[config.mk]
export PLATFORM = sky130hd
export DESIGN_NAME = serial_sub_ctrl
export DESIGN_NICKNAME = d
export VERILOG_FILES = /design/src/rtl/sub_pkg.sv /design/src/rtl/fs_cell.sv /design/src/rtl/serial_sub_ctrl.sv
export SDC_FILE = /design/constraint.sdc
export NUM_CORES = 1
export LEC_CHECK = 0
export CAP_MARGIN = 10
export CORE_MARGIN = 1
export CORE_UTILIZATION = 29
export DETAILED_ROUTE_END_ITERATION = 7
export PLACE_DENSITY = 0.6
export SYNTH_ARGS = -nofsm -noshare
export SYNTH_HDL_FRONTEND = slang
export SYNTH_SLANG_ARGS = --single-unit
[constraint.sdc]
create_clock -name clk -period 1.7 [get_ports clk]
set_input_delay 0.425 -clock clk [delete_from_list [all_inputs] [get_ports clk]]
set_output_delay 0.425 -clock clk [all_outputs]
set_load 0.02 [all_outputs]
[src/rtl/sub_pkg.sv]
// Shared definitions for the bit-serial subtractor: state encoding and default width.
package sub_pkg;

  localparam int DEF_WIDTH = 8;

  localparam logic [1:0] S_IDLE = 2'd0;
  localparam logic [1:0] S_RUN  = 2'd1;
  localparam logic [1:0] S_DONE = 2'd2;

  typedef enum logic [1:0] {
    ST_IDLE = S_IDLE,
    ST_RUN  = S_RUN,
    ST_DONE = S_DONE
  } state_t;

endpackage

[src/rtl/fs_cell.sv]
// 1-bit full subtractor built from two half subtractors; purely combinational.

// Half subtractor: d = x - y, bo set when y > x.
module half_sub (
  input  logic x,
  input  logic y,
  output logic d,
  output logic bo
);
  assign d  = x ^ y;
  assign bo = ~x & y;
endmodule

// Full subtractor: (a - b) then subtract the incoming borrow; borrows are OR-ed.
module fs_cell (
  input  logic a,
  input  logic b,
  input  logic bin,
  output logic d,
  output logic bo
);
  logic d1_s;
  logic b1_s;
  logic b2_s;

  half_sub u_hs0 (
    .x  (a),
    .y  (b),
    .d  (d1_s),
    .bo (b1_s)
  );

  half_sub u_hs1 (
    .x  (d1_s),
    .y  (bin),
    .d  (d),
    .bo (b2_s)
  );

  assign bo = b1_s | b2_s;
endmodule

[src/rtl/serial_sub_ctrl.sv]
// Bit-serial unsigned subtractor controller: one full-subtractor cell is reused
// over WIDTH cycles, LSB first, to produce diff = a - b and the final borrow.
module serial_sub_ctrl
  import sub_pkg::*;
#(
  parameter int WIDTH = DEF_WIDTH
) (
  input  logic             clk,
  input  logic             rst,
  input  logic             start,
  input  logic [WIDTH-1:0] a,
  input  logic [WIDTH-1:0] b,
  output logic             busy,
  output logic             done,
  output logic [WIDTH-1:0] diff,
  output logic             bout
);

  localparam int CW = (WIDTH > 1) ? $clog2(WIDTH) : 1;
  localparam logic [CW-1:0] LAST_CNT = CW'(WIDTH - 1);
  localparam logic [CW-1:0] CNT_ONE  = CW'(1);

  state_t           state_r;
  logic [WIDTH-1:0] sa_r;
  logic [WIDTH-1:0] sb_r;
  logic [WIDTH-1:0] res_r;
  logic             borrow_r;
  logic [CW-1:0]    cnt_r;

  logic             cell_d_s;
  logic             cell_bo_s;
  logic [WIDTH-1:0] res_next_s;

  fs_cell u_cell (
    .a   (sa_r[0]),
    .b   (sb_r[0]),
    .bin (borrow_r),
    .d   (cell_d_s),
    .bo  (cell_bo_s)
  );

  // New result bit enters at the MSB so after WIDTH shifts bit 0 sits at the LSB.
  assign res_next_s = {cell_d_s, res_r[WIDTH-1:1]};

  // Controller FSM with operand/result shifting and registered busy/done/diff/bout.
  always_ff @(posedge clk or posedge rst) begin
    if (rst) begin
      state_r  <= ST_IDLE;
      sa_r     <= {WIDTH{1'b0}};
      sb_r     <= {WIDTH{1'b0}};
      res_r    <= {WIDTH{1'b0}};
      borrow_r <= 1'b0;
      cnt_r    <= {CW{1'b0}};
      busy     <= 1'b0;
      done     <= 1'b0;
      diff     <= {WIDTH{1'b0}};
      bout     <= 1'b0;
    end else begin
      done <= 1'b0;
      case (state_r)
        ST_IDLE, ST_DONE: begin
          // DONE accepts a new request exactly like IDLE for back-to-back operation.
          if (start) begin
            sa_r     <= a;
            sb_r     <= b;
            borrow_r <= 1'b0;
            cnt_r    <= {CW{1'b0}};
            state_r  <= ST_RUN;
            busy     <= 1'b1;
          end else begin
            state_r <= ST_IDLE;
            busy    <= 1'b0;
          end
        end
        ST_RUN: begin
          sa_r     <= {1'b0, sa_r[WIDTH-1:1]};
          sb_r     <= {1'b0, sb_r[WIDTH-1:1]};
          res_r    <= res_next_s;
          borrow_r <= cell_bo_s;
          cnt_r    <= cnt_r + CNT_ONE;
          if (cnt_r == LAST_CNT) begin
            // Last bit: publish result and final borrow together with the done pulse.
            state_r <= ST_DONE;
            busy    <= 1'b0;
            done    <= 1'b1;
            diff    <= res_next_s;
            bout    <= cell_bo_s;
          end else begin
            state_r <= ST_RUN;
            busy    <= 1'b1;
          end
        end
        default: begin
          state_r <= ST_IDLE;
          busy    <= 1'b0;
        end
      endcase
    end
  end

endmodule

* Yosys cells after proc, flatten, opt, wreduce, memory -nomap -nowiden
Cells that the tools add are included. W data, S select, Z words.
Word-level totals: output and inout port bits 11, word-level logic and storage cells 43, bits of input ports 19, register bits 41
Operators by class: multiplexer cells 16, add/subtract/negate cells 1, bitwise operators 7, reductions and logical operators 5, equal/unequal tests 4
Operator list (number):
- $pmux W8 S2 | 2
- $mux W8 | 2
- $mux W1 | 6
- $pmux W3 S2 | 1
- $pmux W1 S2 | 2
- $pmux W2 S2 | 1
- $reduce_and A2 Y1 | 2
- $add A3 B1 Y3 const B | 1
- $eq A3 B3 Y1 const B | 1
- $mux W3 | 1
- $and A1 B1 Y1 | 2
- $eq A2 B1 Y1 const B | 1
- $eq A2 B2 Y1 const B | 1
- $logic_not A2 Y1 | 1
- $mux W2 | 1
- $ne A2 B2 Y1 const B | 1
- $not A1 Y1 | 2
- $reduce_bool A2 Y1 | 1
- $reduce_or A2 Y1 | 1
- $xor A1 B1 Y1 | 2
- $or A1 B1 Y1 | 1

* Longest topological paths before layout
Gate-level depths: netlist (run 1).
depth after elaboration 5, depth in mapped cells 6, gate-level depth less buffers 5

* Modules after synthesis
A second synthesis (run 1) with hierarchy kept.
Second synthesis, totals: cell total of the unflattened synthesis 158, area total of the unflattened synthesis 1736.7 µm²
By module, submodules not included:
- serial_sub_ctrl | area an instance 1690.4 µm², cells each 151, times used 1, seq. area each 975.9 µm²
- half_sub | area an instance 20.0 µm², cells each 3, times used 2, seq. area each 0.0 µm²
- fs_cell | area an instance 6.3 µm², cells each 1, times used 1, seq. area each 0.0 µm²

* Worst setup path after synthesis (run 1)
OpenSTA, ideal clock, no wires.
path kind reg2reg, from register cnt_r[0], to register diff[0], period minus slack after synthesis 1.546 ns, setup slack 0.154 ns, required time 1.575 ns, data arrival time 1.421 ns, buffers on the path 1, stages on the path, launching flop included 6, cell sequence dfrtp_1 -> ha_1 -> ha_1 -> nand3b_1 -> buf_2 -> mux2_2
On the way: cells in the longest elaborated chain, start to end 2
Ends and longest elaborated chain:
- start, declared | line serial_sub_ctrl.sv:28 | logic [CW-1:0] cnt_r;
- start signal, assigned | line serial_sub_ctrl.sv:53 | cnt_r <= {CW{1'b0}};
- start signal, assigned | line serial_sub_ctrl.sv:67 | cnt_r <= {CW{1'b0}};
- start signal, assigned | line serial_sub_ctrl.sv:80 | cnt_r <= cnt_r + CNT_ONE;
- $eq A3 B3 Y1 | line serial_sub_ctrl.sv:81 | if (cnt_r == LAST_CNT) begin
- $reduce_and A2 Y1 (no line)
- end signal, assigned | line serial_sub_ctrl.sv:56 | diff <= {WIDTH{1'b0}};
- end signal, assigned | line serial_sub_ctrl.sv:86 | diff <= res_next_s;
- end, declared | line serial_sub_ctrl.sv:15 | output logic [WIDTH-1:0] diff,
Every way passes these cells. A chain may end at the register's enable or synchronous reset.

* Worst setup path after layout (run 1)
from register diff[3], to output diff[3]
No word-level cell between the ends.

==> results of run 1 <==
==> report_power, final <==
group | total [W] | internal [W] | switching [W]
clock network | 0.000795 | 0.000475 | 0.000321
logic | 0.00161 | 0.000803 | 0.000811
registers | 0.00160 | 0.00136 | 0.000248
total | 0.00401 | 0.00263 | 0.00138
==> state kept, by name, summed over array words and instances (netlist names) <==
register  cells
done          1
sb_r          8
bout          1
sa_r          8
diff          8
borrow_r      1
res_r         7
cnt_r         3
state_r       2
==> placed cells by master, fill, tap and decap left out, drive strengths merged <==
cell and n:
inv 18, a22o 3, mux2i 3, nand2b 2
ha 2, o21ai 4, clkdlybuf4s50 22, nor2 1
dlygate4sd2 1, a211oi 1, a21o 1, fa 1
mux2 9, clkbuf 6, o2bb2ai 1, dlymetal6s2s 6
bufinv 1, nand2 22, nor2b 2, nand3b 1
clkinv 1, o22ai 13, buf 11, nand3 2
a21oi 14, xnor2 1, dfrtp 39
==> metrics by stage <==
stage               power [W]   util  hold slack [ns]  setup slack [ns]  std cells
finish                0.00401  0.419            0.480            0.0348        258
global placement      0.00323  0.394            0.462            0.0841        250
CTS                   0.00408  0.416            0.487            0.0148        258
floorplan             0.00263      -            0.442             0.154        149
detailed placement    0.00328  0.394            0.469            0.0328        250
global route          0.00432  0.419            0.510          0.000536        258
==> path summary, 6_finish.rpt <==
path | startpoint | to
max in group asynchronous | rst | sa_r[3]
min in group clk | res_r[1] | res_r[1]
min reg2reg | res_r[1] | res_r[1]
max | diff[3] | diff[3]
min | rst | diff[6]
max reg2reg | cnt_r[0] | diff[3]
==> metal layers <==
layer  global-route usage  vias to the layer above  share of wire
met5                    0                        -              0
met4               0.0623                        0          0.021
met3               0.0381                        7          0.040
met2                0.177                       18           0.45
met1                0.171                      585           0.49
li1                     -                      575              -
==> area by class of cell <==
cell class,count,area (µm²)
multi-input combinational,83,536
timing repair buffer,40,424
inverter,18,67.6
fill,519,3060
tap,70,87.6
clock inverter,2,35.0
sequential,39,976
clock buffer,6,82.6
==> cells by family (layout without fill, tap and decap cells) <==
| logic type | Yosys count | after routing | share of synthesized area |
|---|---|---|---|
| compound gates | 37 | 37 | 0.136 |
| xor+xnor | 1 | 1 | 0.00536 |
| fa+ha+maj | 3 | 3 | 0.0276 |
| buf+inv | 27 | 66 | 0.0743 |
| flops | 39 | 39 | 0.598 |
| mux | 12 | 12 | 0.0805 |
| simple gates | 30 | 30 | 0.0789 |
==> cell usage after synthesis, drive strengths merged <==
cell	count
dfrtp	39
nand3	2
a21o	1
nand2	22
mux2i	3
buf	7
a22o	3
nand2b	2
o2bb2ai	1
mux2	9
nor2	1
nor2b	2
ha	2
a211oi	1
fa	1
inv	18
xnor2	1
o22ai	13
o21ai	4
nand3b	1
a21oi	14
clkbuf	2
==> what timing repair did <==
| item | in CTS | in global routing |
|---|---|---|
| hold endpoints to repair | 0 | 0 |
| resized for setup | 1 | 6 |
| setup endpoints to repair | 1 | 6 |
==> run metrics, run 1 <==
Min-Delay Path Class=in -> async; H-tree levels=2; worst r2r path cells=5; CP max stage cell=clkdlybuf4s50_1; vias in the first global route=1,146; status=complete, no violations; final WL=about 3.2 mm; flops & latches, synth=39; CTS Buf Count=5; Starting Density=0.310; average cell area after synthesis=about 11 µm²; delay-heaviest family, CP=buffers and inverters; fin crit share=0.980; required time of the critical path=between 1 and 1.5 ns; worst-path fanout max=2; max_cap viols=0; max_slew headroom=0.775; type of origin of the critical path=flop; post-CTS setup buffer count=0; Die Wd=77.0 µm; core area=0.00527 mm²; leading area contributor after synthesis=dfrtp_1; routability cong.=0.721; Cell Area, Synth=between 0.0015 and 0.002 mm²; CTS root buffer=clkbuf_8; IO Pins=30; critical path class=reg -> out; CP Data Arrival Time=approximately 1.2 ns; reg2reg setup slack=0.14 ns; setup violators final=0; die area=~0.006 mm²; diode count=0; CP Cell Sequence=clkdlybuf4s50_1; DR iter-0 viols=49; Yosys cell types=26; top cell type's share of synthesized area=0.598; DP Area=about 0.0021 mm²; first-pass GRT wire length=5.66 mm; CTS Hold Buffers Added=0; actual slew at the worst max-slew pin=around 0.34 ns; Leak Pwr=~1.1 nW; average wire per standard cell=12.4 µm; Num Clock Sinks=39; chip height=between 70 and 80 µm; fmax=601 MHz; worst ir drop on vdd=about 0.52 mV; PD cells=1820 mW/mm²; Clock transition at path regs=0.07 ns; initial antenna violation count=0; post-DP HPWL=~2.2 mm; nets=approximately 210; Final Hold Viols=0; post-route cell area=0.00221 mm²; Mapped Nets=171; row count=26; CP Capture Type=output pin; post-synthesis sequential area ratio=0.598; WP buf/inv=1; Post-route DRC=0; crit path time final=1.67 ns; Fin Clk Skew=0.00146 ns; CTS tree=yes; TritonRoute pass-1 iters=4; Pins Over Slew Limit=0; Crit path depth=1; GR Overflow Total=0; Synth Instances=149; fraction of layout cells with a size suffix above 1=0.149; clock buffer depth=2; largest net degree at the start of global routing=40; Area Growth Syn to Fin=35.2%; worst-skew pair later-pin latency=0.29 ns; number of vias per cell=4.59; Crit path largest cell delay=0.60 ns; Buffers on Ports=29; largest cells by area after synthesis=dfrtp_1 (60%), mux2_2 (6.2%), nand2_1 (5.1%); synth warn=0; RSZ-0062 raised after global routing=false; antenna-violating nets left=0; setup tns final=0 ns; Total Routing Usage GR=0.125; vias=approximately 1.2k
Power figures use the tool's default switching activity.
==> run 2: changes to the inputs <==
CAP_MARGIN = not set   (was 10)
RECOVER_POWER = 100   (was not set)
clock period = 1.6 ns   (was 1.7 ns; I/O delays follow)
==> run metrics, run 2 (synthesis gave the netlist of run 1 again) <==
fin util=0.406 (-0.0133); Multi-input gate area=536 µm² (unchanged); most frequent cells in the layout=dfrtp_1 (39), nand2_1 (22), inv_1 (18); Post-route DRC=0 (unchanged); Clock transition at path regs=0.07 ns (about the same); internal power=0.00253 W (-4.1%); GR Overflow Total=0 (unchanged); Worst R2R Start=cnt_r[1]; Fin Clk Skew=0.00642 ns (+0.00496 ns); routability cong.=0.700 (-3.0%); Die Wd=77.0 µm (unchanged); fmax=approximately 660 MHz; reg2reg setup slack=0.09 ns (-0.05 ns); PD cells=1850 mW/mm² (+2.1%); actual slew at the worst max-slew pin=0.949 ns (+0.612 ns); clock network power share=0.159 (-0.039); fraction of layout cells with a size suffix above 1=0.136 (-0.0128); die area=0.00593 mm² (unchanged); average wire per standard cell=12.3 µm (-1.3%); Crit path largest cell delay=0.40 ns (-0.20 ns); setup slack after placement=-0.0272 ns (-0.0600 ns); setup violators final=0 (unchanged); Largest regs=diff x8, sa_r x8, sb_r x8; Leak Pwr=1.04 nW (-5.2%); vias in the first global route=1,272 (+11%); max_cap viols=0 (unchanged); Buffers on Ports=29 (unchanged); required time of the critical path=1.78 ns (+0.51 ns); RSZ-0062 raised after global routing=false; nets=212 (+1.4%); max_slew headroom=0.367 (-0.408); post-DP HPWL=2.24 mm (+0.92%); Total Routing Usage GR=0.124 (-0.000223); CP max stage cell=dfrtp_1; antenna-violating nets left=0 (unchanged); switching portion of total power=0.363 (+0.0191); H-tree levels=2 (unchanged); IO Pins=30 (unchanged); core area=0.00527 mm² (unchanged); DP Area=0.00209 mm² (+0.72%); diode count=0 (unchanged); Area Growth Syn to Fin=31.0%; vias=1,171 (-1.2%); CTS root buffer=clkbuf_8; Num Clock Sinks=39 (unchanged); most frequent CP cell=ha_1; final WL=3.21 mm (-0.19%); type of origin of the critical path=flop; HP Start=borrow_r; TritonRoute pass-1 iters=4 (unchanged); critical path class=reg -> reg; worst-path fanout max=12 (+10); Inst Count DP=252 (+0.80%); sw power=0.00144 W (+4.3%); number of vias per cell=4.49 (-2.3%); hold depth=1; Pwr Total=0.00397 W (-1.2%); largest net degree at the start of global routing=40 (unchanged); fill count=532 (+2.5%); Starting Density=0.310 (unchanged); r2r endpoint=diff[2]; CP Data Arrival Time=1.69 ns (+0.45 ns); status=complete, no violations; initial antenna violation count=0 (unchanged); worst ir drop on vdd=0.503 mV (-4.1%); chip height=77.0 µm (unchanged); clock buffer depth=2 (unchanged); crit path time final=~1.5 ns; DR iter-0 viols=41 (-16%); first-pass GRT wire length=5.64 mm (-0.25%); combinational fraction of design power=0.415 (+0.013); CTS Buf Count=5 (unchanged); Min-Delay Path Class=reg -> reg; CP Cell Sequence=ha_1 -> ha_1 -> nand3b_1 -> buf_12 -> mux2_2; register share of total power=0.426 (+0.026); Register Area=976 µm² (unchanged); post-route cell area=0.00214 mm² (-3.2%); row count=26 (unchanged); worst-skew pair later-pin latency=0.29 ns (about the same); Post-Layout Cell Count=261 (+1.2%); Pins Over Slew Limit=0 (unchanged); Final WS setup=0.0868 ns (+0.0519 ns); worst r2r path cells=5 (unchanged); fin crit share=0.946; CTS tree=yes; Final Hold Viols=0 (unchanged); WHS Endpoint=borrow_r; CP Capture Type=flop; commonest non-fill, non-tap cell in the layout=dfrtp_1
==> run 2: changes by cell type in the layout (fill, tap and decap cells not counted), moves of 2 or more <==
cell,previous run,this run
clkbuf_1,0,5
clkdlybuf4s50_1,22,17
dlygate4sd2_1,1,11
clkbuf_4,0,2
buf_4,8,5
clkbuf_2,0,2
dlymetal6s2s_1,6,0
==> run 2: worst max-delay path by stage <==
stage / start / end / slack (ns) / cells after the start
floorplan: cnt_r[0] / diff[0] / 0.05 / 5
global placement: start / borrow_r / 0.02 / 5
detailed placement: start / sa_r[6] / -0.03 / 5
CTS: cnt_r[0] / diff[3] / 0.04 / 5
global route: cnt_r[0] / diff[3] / 0.02 / 5
finish: cnt_r[1] / diff[2] / 0.09 / 5
==> run 2: worst max-delay path: cells and delay by family, from the launching register on <==
family / cells / cell delay, ns
adder cells (fa/ha/maj): 2 / 0.39
buffers and inverters: 1 / 0.15
AND/OR/NAND/NOR: 1 / 0.13
multiplexers: 1 / 0.33
flip-flops: 1 / 0.40
==> run 2: power groups by stage <==
stage / sequential, W / clock (W) / combinational [W]
final: 0.00169 / 0.000632 / 0.00164
after global placement: 0.00172 / 0 / 0.00173
after CTS: 0.00170 / 0.000664 / 0.00169
after global routing: 0.00175 / 0.000705 / 0.00187
after floorplan: 0.00183 / 0 / 0.000970
after detailed placement: 0.00172 / 0 / 0.00177
==> run 2: routing by layer <==
| metal | global-route usage | up-vias | share of wire |
|---|---|---|---|
| met5 | 0 | - | 0 |
| met4 | 0.0792 | 0 | 0.029 |
| met1 | 0.150 | 561 | 0.47 |
| met3 | 0.0333 | 7 | 0.041 |
| li1 | - | 582 | - |
| met2 | 0.196 | 21 | 0.46 |
==> run 2: per-stage QoR <==
stage               hold slack (ns)  setup TNS [ns]
finish                        0.490               0
global route                  0.521               0
detailed placement            0.476         -0.0374
floorplan                     0.442               0
global placement              0.458               0
CTS                           0.457               0
==> run 2: repair_timing <==
item                                    in CTS  in global routing
cloned                                       0                  0
setup buffers                                0                  1
endpoints found under the setup margin      11                  7
hold buffers                                 0                  0
gates resized for setup                     11                  0
==> run 2: area by class of cell <==
class | count | area share
flip-flops and latches | 39 | 0.456
clock buffers | 7 | 0.0357
inverters | 18 | 0.0316
clock inverters | 1 | 0.00234
well taps | 70 | 0.0410
repair buffers | 43 | 0.183
multi-input cells | 83 | 0.250
